## config.mk

```make
export PLATFORM = sky130hd
export DESIGN_NAME = mac_tx_arbiter_flat
export DESIGN_NICKNAME = d
export VERILOG_FILES = /design/src/rtl/mac_tx_arbiter_if.sv /design/src/rtl/mac_tx_arbiter.sv /design/src/flat_wrapper.sv
export SDC_FILE = /design/constraint.sdc
export NUM_CORES = 1
export LEC_CHECK = 0
export BUFFER_PORTS_ARGS = -buffer_cell sky130_fd_sc_hd__buf_2
export CORE_AREA = 2 2 151 153
export CTS_CLUSTER_SIZE = 28
export DETAILED_ROUTE_END_ITERATION = 16
export DIE_AREA = 0 0 153 155
export GPL_TIMING_DRIVEN = 0
export RECOVER_POWER = 100
export SYNTH_ARGS = -nofsm -noshare
export SYNTH_HDL_FRONTEND = slang
export SYNTH_SLANG_ARGS = --single-unit
```

## constraint.sdc

```tcl
create_clock -name i_tx_clk -period 3.2 [get_ports i_tx_clk]
set_input_delay 0.16 -clock i_tx_clk [delete_from_list [all_inputs] [get_ports i_tx_clk]]
set_output_delay 0.16 -clock i_tx_clk [all_outputs]
set_load 0.02 [all_outputs]
```

## src/rtl/mac_tx_arbiter_if.sv

```systemverilog
// AXI-Stream bundle between N_SRC packet sources, the TX arbiter and the MAC slave port.
// slave: arbiter view (takes source beats, drives the MAC side); master: upstream/MAC-side view.
interface mac_tx_arbiter_if #(
  parameter int N_SRC     = 4,
  parameter int N_SYMBOLS = 8,
  parameter int W_SYMBOL  = 8
);
  logic [N_SRC-1:0]                            s_axis_tvalid;
  logic [N_SRC-1:0][N_SYMBOLS*W_SYMBOL-1:0]    s_axis_tdata;
  logic [N_SRC-1:0][N_SYMBOLS-1:0]             s_axis_tkeep;
  logic [N_SRC-1:0]                            s_axis_tlast;
  logic [N_SRC-1:0]                            s_axis_tready;

  logic                                        m_axis_tvalid;
  logic [N_SYMBOLS*W_SYMBOL-1:0]               m_axis_tdata;
  logic [N_SYMBOLS-1:0]                        m_axis_tkeep;
  logic                                        m_axis_tlast;
  logic                                        m_axis_tready;

  modport slave (
    input  s_axis_tvalid, s_axis_tdata, s_axis_tkeep, s_axis_tlast, m_axis_tready,
    output s_axis_tready, m_axis_tvalid, m_axis_tdata, m_axis_tkeep, m_axis_tlast
  );

  modport master (
    output s_axis_tvalid, s_axis_tdata, s_axis_tkeep, s_axis_tlast, m_axis_tready,
    input  s_axis_tready, m_axis_tvalid, m_axis_tdata, m_axis_tkeep, m_axis_tlast
  );
endinterface

```

## src/rtl/mac_tx_arbiter.sv

```systemverilog
// Frame-level round-robin arbiter onto the MAC TX port; 1-cycle arbitration, beat visible the cycle after accept.
// Grant held until tlast; granted source's ready follows the single-entry output slice (stall when full and not drained).
module mac_tx_arbiter #(
  parameter int N_SRC     = 4,
  parameter int N_SYMBOLS = 8,
  parameter int W_SYMBOL  = 8
) (
  input  logic               i_tx_clk,
  input  logic               i_tx_reset,
  input  logic [N_SRC-1:0]   i_src_en,
  mac_tx_arbiter_if.slave    bus,
  output logic [N_SRC-1:0]   o_grant,
  output logic               o_busy
);
  localparam int GW = (N_SRC > 1) ? $clog2(N_SRC) : 1;

  typedef enum logic {IDLE, LOCK} state_t;

  typedef struct packed {
    logic [N_SYMBOLS*W_SYMBOL-1:0] tdata;
    logic [N_SYMBOLS-1:0]          tkeep;
    logic                          tlast;
  } beat_t;

  state_t          state, state_nxt;
  logic [GW-1:0]   g, last_grant, pick, cand;
  logic [N_SRC-1:0] req;
  logic            rdy_g, accept, accept_last;
  beat_t           out_beat;
  logic            out_vld;

  assign req         = bus.s_axis_tvalid & i_src_en;
  assign rdy_g       = !out_vld || bus.m_axis_tready;
  assign accept      = (state == LOCK) && bus.s_axis_tvalid[g] && rdy_g;
  assign accept_last = accept && bus.s_axis_tlast[g];

  // Walk downward so the requester closest above last_grant overwrites the rest.
  always_comb begin
    pick = last_grant;
    cand = '0;
    for (int i = N_SRC; i >= 1; i--) begin
      cand = GW'((int'(last_grant) + i) % N_SRC);
      if (req[cand]) pick = cand;
    end
  end

  always_ff @(posedge i_tx_clk or posedge i_tx_reset) begin
    if (i_tx_reset) state <= IDLE;
    else            state <= state_nxt;
  end

  always_comb begin
    state_nxt = state;
    case (state)
      IDLE:    if (|req) state_nxt = LOCK;
      LOCK:    if (accept_last) state_nxt = IDLE;
      default: state_nxt = IDLE;
    endcase
  end

  always_comb begin
    bus.s_axis_tready = '0;
    o_grant           = '0;
    o_busy            = 1'b0;
    if (state == LOCK) begin
      bus.s_axis_tready[g] = rdy_g;
      o_grant[g]           = 1'b1;
      o_busy               = 1'b1;
    end
  end

  always_ff @(posedge i_tx_clk or posedge i_tx_reset) begin
    if (i_tx_reset) begin
      g          <= '0;
      last_grant <= GW'(N_SRC - 1);
      out_vld    <= 1'b0;
      out_beat   <= '0;
    end else begin
      if (state == IDLE && |req) g <= pick;
      if (accept_last) last_grant <= g;
      // A fresh beat wins over a drain on the same edge, keeping the slice full.
      if (accept) begin
        out_vld        <= 1'b1;
        out_beat.tdata <= bus.s_axis_tdata[g];
        out_beat.tkeep <= bus.s_axis_tkeep[g];
        out_beat.tlast <= bus.s_axis_tlast[g];
      end else if (bus.m_axis_tready) begin
        out_vld <= 1'b0;
      end
    end
  end

  assign bus.m_axis_tvalid = out_vld;
  assign bus.m_axis_tdata  = out_beat.tdata;
  assign bus.m_axis_tkeep  = out_beat.tkeep;
  assign bus.m_axis_tlast  = out_beat.tlast;
endmodule

```

## src/flat_wrapper.sv

```systemverilog
// flat-port wrapper written by rule: the top's interface ports become plain ports
module mac_tx_arbiter_flat 
#(
  parameter int N_SRC     = 4,
  parameter int N_SYMBOLS = 8,
  parameter int W_SYMBOL  = 8
)
  (i_tx_clk, i_tx_reset, i_src_en, o_grant, o_busy, bus_s_axis_tvalid, bus_s_axis_tdata, bus_s_axis_tkeep, bus_s_axis_tlast, bus_m_axis_tready, bus_s_axis_tready, bus_m_axis_tvalid, bus_m_axis_tdata, bus_m_axis_tkeep, bus_m_axis_tlast);
  mac_tx_arbiter_if #(.N_SRC(N_SRC), .N_SYMBOLS(N_SYMBOLS), .W_SYMBOL(W_SYMBOL)) bus_i ();
  input  logic i_tx_clk;
  input  logic i_tx_reset;
  input  logic [N_SRC-1:0] i_src_en;
  output logic [N_SRC-1:0] o_grant;
  output logic o_busy;
  input wire logic [$bits(bus_i.s_axis_tvalid)-1:0] bus_s_axis_tvalid;
  input wire logic [$bits(bus_i.s_axis_tdata)-1:0] bus_s_axis_tdata;
  input wire logic [$bits(bus_i.s_axis_tkeep)-1:0] bus_s_axis_tkeep;
  input wire logic [$bits(bus_i.s_axis_tlast)-1:0] bus_s_axis_tlast;
  input wire logic [$bits(bus_i.m_axis_tready)-1:0] bus_m_axis_tready;
  output wire logic [$bits(bus_i.s_axis_tready)-1:0] bus_s_axis_tready;
  output wire logic [$bits(bus_i.m_axis_tvalid)-1:0] bus_m_axis_tvalid;
  output wire logic [$bits(bus_i.m_axis_tdata)-1:0] bus_m_axis_tdata;
  output wire logic [$bits(bus_i.m_axis_tkeep)-1:0] bus_m_axis_tkeep;
  output wire logic [$bits(bus_i.m_axis_tlast)-1:0] bus_m_axis_tlast;
  assign bus_i.s_axis_tvalid = bus_s_axis_tvalid;
  assign bus_i.s_axis_tdata = bus_s_axis_tdata;
  assign bus_i.s_axis_tkeep = bus_s_axis_tkeep;
  assign bus_i.s_axis_tlast = bus_s_axis_tlast;
  assign bus_i.m_axis_tready = bus_m_axis_tready;
  assign bus_s_axis_tready = bus_i.s_axis_tready;
  assign bus_m_axis_tvalid = bus_i.m_axis_tvalid;
  assign bus_m_axis_tdata = bus_i.m_axis_tdata;
  assign bus_m_axis_tkeep = bus_i.m_axis_tkeep;
  assign bus_m_axis_tlast = bus_i.m_axis_tlast;
  mac_tx_arbiter #(.N_SRC(N_SRC), .N_SYMBOLS(N_SYMBOLS), .W_SYMBOL(W_SYMBOL)) u_core (.i_tx_clk(i_tx_clk), .i_tx_reset(i_tx_reset), .i_src_en(i_src_en), .bus(bus_i), .o_grant(o_grant), .o_busy(o_busy));
endmodule
```

==> flow_summary.json, run 1 <==
{
  "run_status": "finished with violations",
  "failed_checks": "max-capacitance violations, max-slew violations",
  "track_usage_pct": 14.3,
  "final_max_slew_viol_count": 39,
  "ys_top_cells_by_count": "sky130_fd_sc_hd__dfrtp_1, sky130_fd_sc_hd__mux4_2, sky130_fd_sc_hd__mux2_2",
  "power_density_nw_per_um2": 981,
  "ys_top_cells_by_area": "sky130_fd_sc_hd__dfrtp_1, sky130_fd_sc_hd__mux4_2, sky130_fd_sc_hd__mux2_2, sky130_fd_sc_hd__buf_6, sky130_fd_sc_hd__dfstp_2",
  "wl_per_cell_um": 17.8,
  "report.final.setup_viol": 0,
  "placedInstanceArea_sq_um": 7200,
  "area_delta_synth_final_pct": 51.9,
  "cts-hold-fix-buffers": 1,
  "core_area_sq_um": 22200,
  "synth_nets": 595,
  "final_cell_count_no_fill": 978,
  "timing.final.crit_period_ps": 2680,
  "met3_usage_pct": 3.29,
  "worst_r2r_startpoint": "u_core.g[1]",
  "use_met2_pct": 25.4,
  "port_buffers": 385,
  "grt_first_pass_wirelength_um": 25900,
  "synth_top_cell_by_area": "sky130_fd_sc_hd__dfrtp_1",
  "initial_core_util_pct": 22.0,
  "critical_path_peak_fanout": 10,
  "critical_path_arrival_ps": 2520,
  "setup_skew_after_layout_ps": 5.86,
  "avg_inst_size_synth_sq_um": 16.7,
  "ir_drop_v": 0.000395,
  "cts.repair_timing.setup_buffer_count": 0,
  "slew_headroom_pct": -26.6,
  "synthMostInstantiatedCell": "sky130_fd_sc_hd__dfrtp_1",
  "worst_hold_path.endpoint": "u_core.bus.m_axis_tvalid",
  "cellLeakagePower_nw": 3.38,
  "timing.critical_path.to_type": "primary output",
  "die_area_sq_um": 23700,
  "hold_path.startpoint": "bus_m_axis_tready",
  "grt_max_degree": 42,
  "cts-buffers-inserted": 9,
  "crit_required_ps": 3040,
  "gpl.final_weighted_congestion": 0.782,
  "clock_latency_ps": 330,
  "post-route-drc-count": 0,
  "synth_xor_xnor_area_share_pct": 0,
  "synth_compound_area_share_pct": 1.61,
  "post_synth_fa_ha_maj_area_fraction_pct": 0,
  "drt_pass1_iterations": 4,
  "p_total_mw": 7.27,
  "io_pins": 386,
  "drt-total-wl_um": 17400,
  "startpoint_type": "flop",
  "clock_tree_from_tritoncts": "yes",
  "ff2ff_setup_slack_ps": 540,
  "synth_flop_cell": "sky130_fd_sc_hd__dfrtp_1",
  "detail-route-antenna-nets": 0,
  "ctsRootBufferMaster": "sky130_fd_sc_hd__clkbuf_16",
  "finalNetCount": 993,
  "fin_tns_setup_ps": 0,
  "timing.setup.critical_path_class": "flop to primary output",
  "synth.cell_area_sq_um": 4880,
  "rsz0062_at_grt": "false",
  "cts.repair.resized": 0,
  "via_count_of_the_first_global_routing_pass": 4645,
  "vias": 4398,
  "period_share_pct": 83.6,
  "utilization_pct": 33.4,
  "drt_iter0_markers": 179,
  "ys_seq_elements": 79,
  "clockBufferDepth": 2,
  "muxShareOfSynthArea_pct": 51.2,
  "grt-ovfl-total": 0,
  "synth-simple-area-share_pct": 3.00,
  "hp-class": "input pin to flop",
  "cap_violations": 1,
  "worst_slew_pin_tran_ps": 1890,
  "hold_violations": 0,
  "regToRegEndpoint": "u_core.bus.m_axis_tdata[41]",
  "fillcell_total": 2276,
  "post-dp-hpwl_um": 14300,
  "fp.dieW_um": 153,
  "worst-r2r-cell-count": 5,
  "detail_route.vias_per_cell": 4.50,
  "synth-edff-count": 0,
  "synthArstFlopShare_pct": 100,
  "largest_family_of_logic_cells_by_synthesized_area": "multiplexers",
  "grt_antenna_before_repair": 1,
  "yosysWarnings": 0,
  "h-tree-depth": 3,
  "finish.instance_area_sq_um": 7420,
  "synth_largest_type_area_fraction_pct": 39.5,
  "clkSlewWorstSetupHoldPaths_ps": 60,
  "height_of_the_die_um": 155,
  "postSynthCellCount": 292,
  "global_routing_met1_resource_utilization_pct": 17.2,
  "grt_busiest_layer": "met2",
  "seq_area_frac_synth_pct": 40.5,
  "layout-drive-gt1-share_pct": 70.2,
  "hold_depth": 3,
  "dp.cells": 963,
  "netlist-cell-type-count": 29,
  "clock_sinks": 79,
  "fp-row-count": 55,
  "timing.fmax_ghz": 0.374
}
[state kept, by name (all words and copies together), names as in the netlist]
signal,count
u_core.bus.m_axis_tdata,64
u_core.bus.m_axis_tkeep,8
u_core.bus.m_axis_tlast,1
u_core.bus.m_axis_tvalid,1
u_core.g,2
u_core.last_grant,2
u_core.state,1
[critical path: stages, from the launching register on]
cell,delay [ps]
sky130_fd_sc_hd__dfrtp_1,310
sky130_fd_sc_hd__buf_2,280
sky130_fd_sc_hd__clkbuf_1,540
sky130_fd_sc_hd__clkbuf_1,490
sky130_fd_sc_hd__and3_1,260
sky130_fd_sc_hd__and2_1,140
sky130_fd_sc_hd__buf_2,160
[cells by family after synthesis]
| family | count (synthesis) |
|---|---|
| buf+inv | 27 |
| simple gates | 26 |
| flops | 79 |
| compound gates | 12 |
| mux | 148 |
[area by class of cell]
type	count	area [sq um]	area share, %
buffer	26	173	2.33
sequential	79	1980	26.7
tap	285	357	4.81
timing repair buffer	387	1870	25.2
multi-input combinational	186	2710	36.6
antenna	1	2.50	0.0337
inverter	1	5.00	0.0675
clock buffer	9	225	3.04
clock inverter	4	97.6	1.32
[cell usage in the layout (no fill, tap or decap), types with 3 or more instances in the layout]
cell type,Yosys,routed
sky130_fd_sc_hd__a21oi_1,4,4
sky130_fd_sc_hd__clkbuf_1,7,88
sky130_fd_sc_hd__nor2_1,5,5
sky130_fd_sc_hd__dfrtp_1,77,77
sky130_fd_sc_hd__buf_2,7,313
sky130_fd_sc_hd__mux2_2,72,72
sky130_fd_sc_hd__mux4_2,74,74
sky130_fd_sc_hd__nand2_1,8,8
sky130_fd_sc_hd__a22oi_1,3,3
sky130_fd_sc_hd__clkbuf_16,0,9
sky130_fd_sc_hd__buf_6,8,8
sky130_fd_sc_hd__bufinv_16,0,3
[where the power goes]
| group | leakage (nW) | switching [mW] | internal [mW] |
|---|---|---|---|
| sequential | 0.923 | 0.256 | 1.55 |
| clock | 0.153 | 0.403 | 0.749 |
| combinational | 2.30 | 2.25 | 2.07 |
[per-layer routing]
metal,part of all wire (%),up-vias
li1,-,1978
met1,40,2209
met2,52,197
met3,6.1,14
met4,1.7,0
met5,0,-
[worst max-delay path by stage]
stage | start | to | slack [ps] | cells past startpoint
global placement | i_tx_reset | u_core.bus.m_axis_tkeep[1] | -170 | 2
floorplan | i_tx_reset | u_core.bus.m_axis_tdata[0] | 1020 | 1
CTS | u_core.g[1] | bus_s_axis_tready[3] | 660 | 6
finish | u_core.g[1] | bus_s_axis_tready[3] | 520 | 6
detailed placement | u_core.g[1] | u_core.bus.m_axis_tdata[56] | 890 | 5
global route | u_core.g[1] | bus_s_axis_tready[3] | 290 | 6
[through the flow]
stage / hold slack, ps / setup slack, ps
floorplan: 412 / 1020
global route: 244 / 289
CTS: 228 / 656
global placement: 459 / -175
finish: 224 / 524
detailed placement: 244 / 894
(Power assumes the default switching activity.)
==> run 2, diff against run 1 <==
==> constraint.sdc (replaced) <==
create_clock -name i_tx_clk -period 2.4 [get_ports i_tx_clk]
set_input_delay 0.12 -clock i_tx_clk [delete_from_list [all_inputs] [get_ports i_tx_clk]]
set_output_delay 0.12 -clock i_tx_clk [all_outputs]
set_load 0.02 [all_outputs]
==> run 2 against run 1 <==
The run still ends with max-capacitance violations, max-slew violations left. Die area is the same. Sequential power grew 33%. Cell count is the same. Register-to-register slack lost 370 ps. Critical path depth shrank 1. Via count shrank 0.25%. Sequential cell count is the same. Design area is essentially flat. Sequential share of layout area is essentially flat. Critical endpoint is now u_core.bus.m_axis_tdata[57].
==> flow_summary.json, run 2 (same netlist as run 1, synthesis figures left out) <==
{
  "worst_slew_pin_tran_ps": 1630,
  "startpoint_type": "flop",
  "worst-r2r-cell-count": 5,
  "die_area_sq_um": 23700,
  "drt-total-wl_um": 17400,
  "layout-drive-gt1-share_pct": 70.8,
  "p_int_mw": 5.79,
  "grt_first_pass_wirelength_um": 25900,
  "setup_skew_after_layout_ps": 7.09,
  "hold_depth": 4,
  "power_frac_clock_pct": 15.9,
  "power_switching_mw": 3.87,
  "vias": 4387,
  "timing.setup.critical_path_class": "flop to flop",
  "finalNetCount": 993,
  "wl_per_cell_um": 17.8,
  "timing.fmax_ghz": 0.449,
  "clock_sinks": 79,
  "worst_hold_slack_ps": 208,
  "ctsRootBufferMaster": "sky130_fd_sc_hd__clkbuf_16",
  "crit_required_ps": 2620,
  "grt_max_degree": 42,
  "hp-class": "input pin to flop",
  "clock_latency_ps": 330,
  "placedInstanceArea_sq_um": 7200,
  "port_buffers": 385,
  "cellLeakagePower_nw": 3.39,
  "initial_core_util_pct": 22.0,
  "clockBufferDepth": 2,
  "cap_violations": 1,
  "crit_start": "u_core.g[1]",
  "gpl.final_weighted_congestion": 0.782,
  "cts-buffers-inserted": 9,
  "hold_violations": 0,
  "p_seq_share_pct": 24.9,
  "io_pins": 386,
  "ir_drop_v": 0.000508,
  "report.final.setup_viol": 0,
  "worst_r2r_startpoint": "u_core.g[1]",
  "failed_checks": "max-capacitance violations, max-slew violations",
  "grt-ovfl-total": 0,
  "drt_iter0_markers": 195,
  "track_usage_pct": 14.3,
  "area_delta_synth_final_pct": 51.8,
  "grt_antenna_before_repair": 1,
  "drt_pass1_iterations": 4,
  "power_density_nw_per_um2": 1300,
  "largest_register_ffs": 64,
  "finish.instance_area_sq_um": 7410,
  "p_total_mw": 9.67,
  "dp.cells": 963,
  "fp.dieW_um": 153,
  "worst_hold_path.endpoint": "u_core.g[0]",
  "swShare_pct": 40.1,
  "core_area_sq_um": 22200,
  "final_cell_count_no_fill": 978,
  "via_count_of_the_first_global_routing_pass": 4645,
  "detail-route-antenna-nets": 0,
  "critical_path_arrival_ps": 2440,
  "critical_path_peak_fanout": 10,
  "run_status": "finished with violations",
  "hold_path.startpoint": "i_src_en[0]",
  "fin_tns_setup_ps": 0,
  "combinationalPowerShare_pct": 59.1,
  "timing.critical_path.to_type": "flop",
  "rsz0062_at_grt": "false",
  "final_max_slew_viol_count": 39,
  "timing.final.crit_period_ps": 2230,
  "layout.cells.most_common": "sky130_fd_sc_hd__buf_2",
  "place_ws_ps": 94.0,
  "h-tree-depth": 3,
  "ff2ff_setup_slack_ps": 170,
  "post-route-drc-count": 0,
  "period_share_pct": 92.8,
  "most-common-layout-cells": "sky130_fd_sc_hd__buf_2, sky130_fd_sc_hd__clkbuf_1, sky130_fd_sc_hd__dfrtp_1",
  "utilization_pct": 33.3,
  "clock_tree_from_tritoncts": "yes",
  "height_of_the_die_um": 155,
  "detail_route.vias_per_cell": 4.49,
  "regToRegEndpoint": "u_core.bus.m_axis_tdata[57]",
  "slew_headroom_pct": -8.66,
  "fp-row-count": 55,
  "post-dp-hpwl_um": 14300,
  "setup_ws_ps": 174,
  "clkSlewWorstSetupHoldPaths_ps": 60
}
## run 2: changes by cell type in the layout (fill, tap and decap cells not counted), moves of 4 or more
cell / change
sky130_fd_sc_hd__clkbuf_1: -4
sky130_fd_sc_hd__clkbuf_4: +5
sky130_fd_sc_hd__clkbuf_2: +5
sky130_fd_sc_hd__buf_6: -6
## run 2: worst max path at each step
stage / endpoint / slack, ps / cells after the start
2_1_floorplan: u_core.bus.m_axis_tdata[0] / 260 / 1
3_3_place_gp: u_core.bus.m_axis_tkeep[1] / -930 / 2
3_5_place_dp: u_core.bus.m_axis_tdata[56] / 90 / 5
4_1_cts: u_core.bus.m_axis_tdata[56] / 80 / 5
5_1_grt: bus_s_axis_tready[3] / 20 / 6
6_report: u_core.bus.m_axis_tdata[57] / 170 / 5
## run 2: critical path: stages (launching register included)
cell and delay, ps:
sky130_fd_sc_hd__dfrtp_1 310, sky130_fd_sc_hd__buf_2 280, sky130_fd_sc_hd__mux4_2 610, sky130_fd_sc_hd__nand3_4 250, sky130_fd_sc_hd__clkbuf_4 300, sky130_fd_sc_hd__mux2_2 360
## run 2: repair_timing
item / in CTS / in global routing
setup endpoints to repair: 4 / 10
hold buffers: 1 / 0
hold endpoints to repair: 38 / 0
setup buffers: 0 / 0
pin swaps: 0 / 0
gates resized for setup: 1 / 2
## run 2: layout make-up
type / instances / area [sq um]
inverters: 1 / 3.75
multi-input cells: 186 / 2730
diodes: 1 / 2.50
flip-flops and latches: 79 / 1980
clock inverters: 4 / 97.6
clock buffers: 9 / 225
fillers: 2276 / 14800
plain buffers: 26 / 154
well taps: 285 / 357
repair buffers: 387 / 1870
## run 2: power groups by stage
stage / sequential [mW] / clock (mW) / combinational, mW
6_report: 2.41 / 1.54 / 5.72
5_1_grt: 2.50 / 1.66 / 6.16
4_1_cts: 2.39 / 1.61 / 6.10
3_5_place_dp: 2.41 / 0 / 6.09
3_3_place_gp: 2.37 / 0 / 6.02
2_1_floorplan: 3.21 / 0 / 3.41
## run 2: routing by layer
layer / global-route usage, % / part of all wire (%)
met5: 0 / 0
met4: 4.63 / 1.8
met3: 3.29 / 6.0
met2: 25.4 / 52
met1: 17.2 / 40
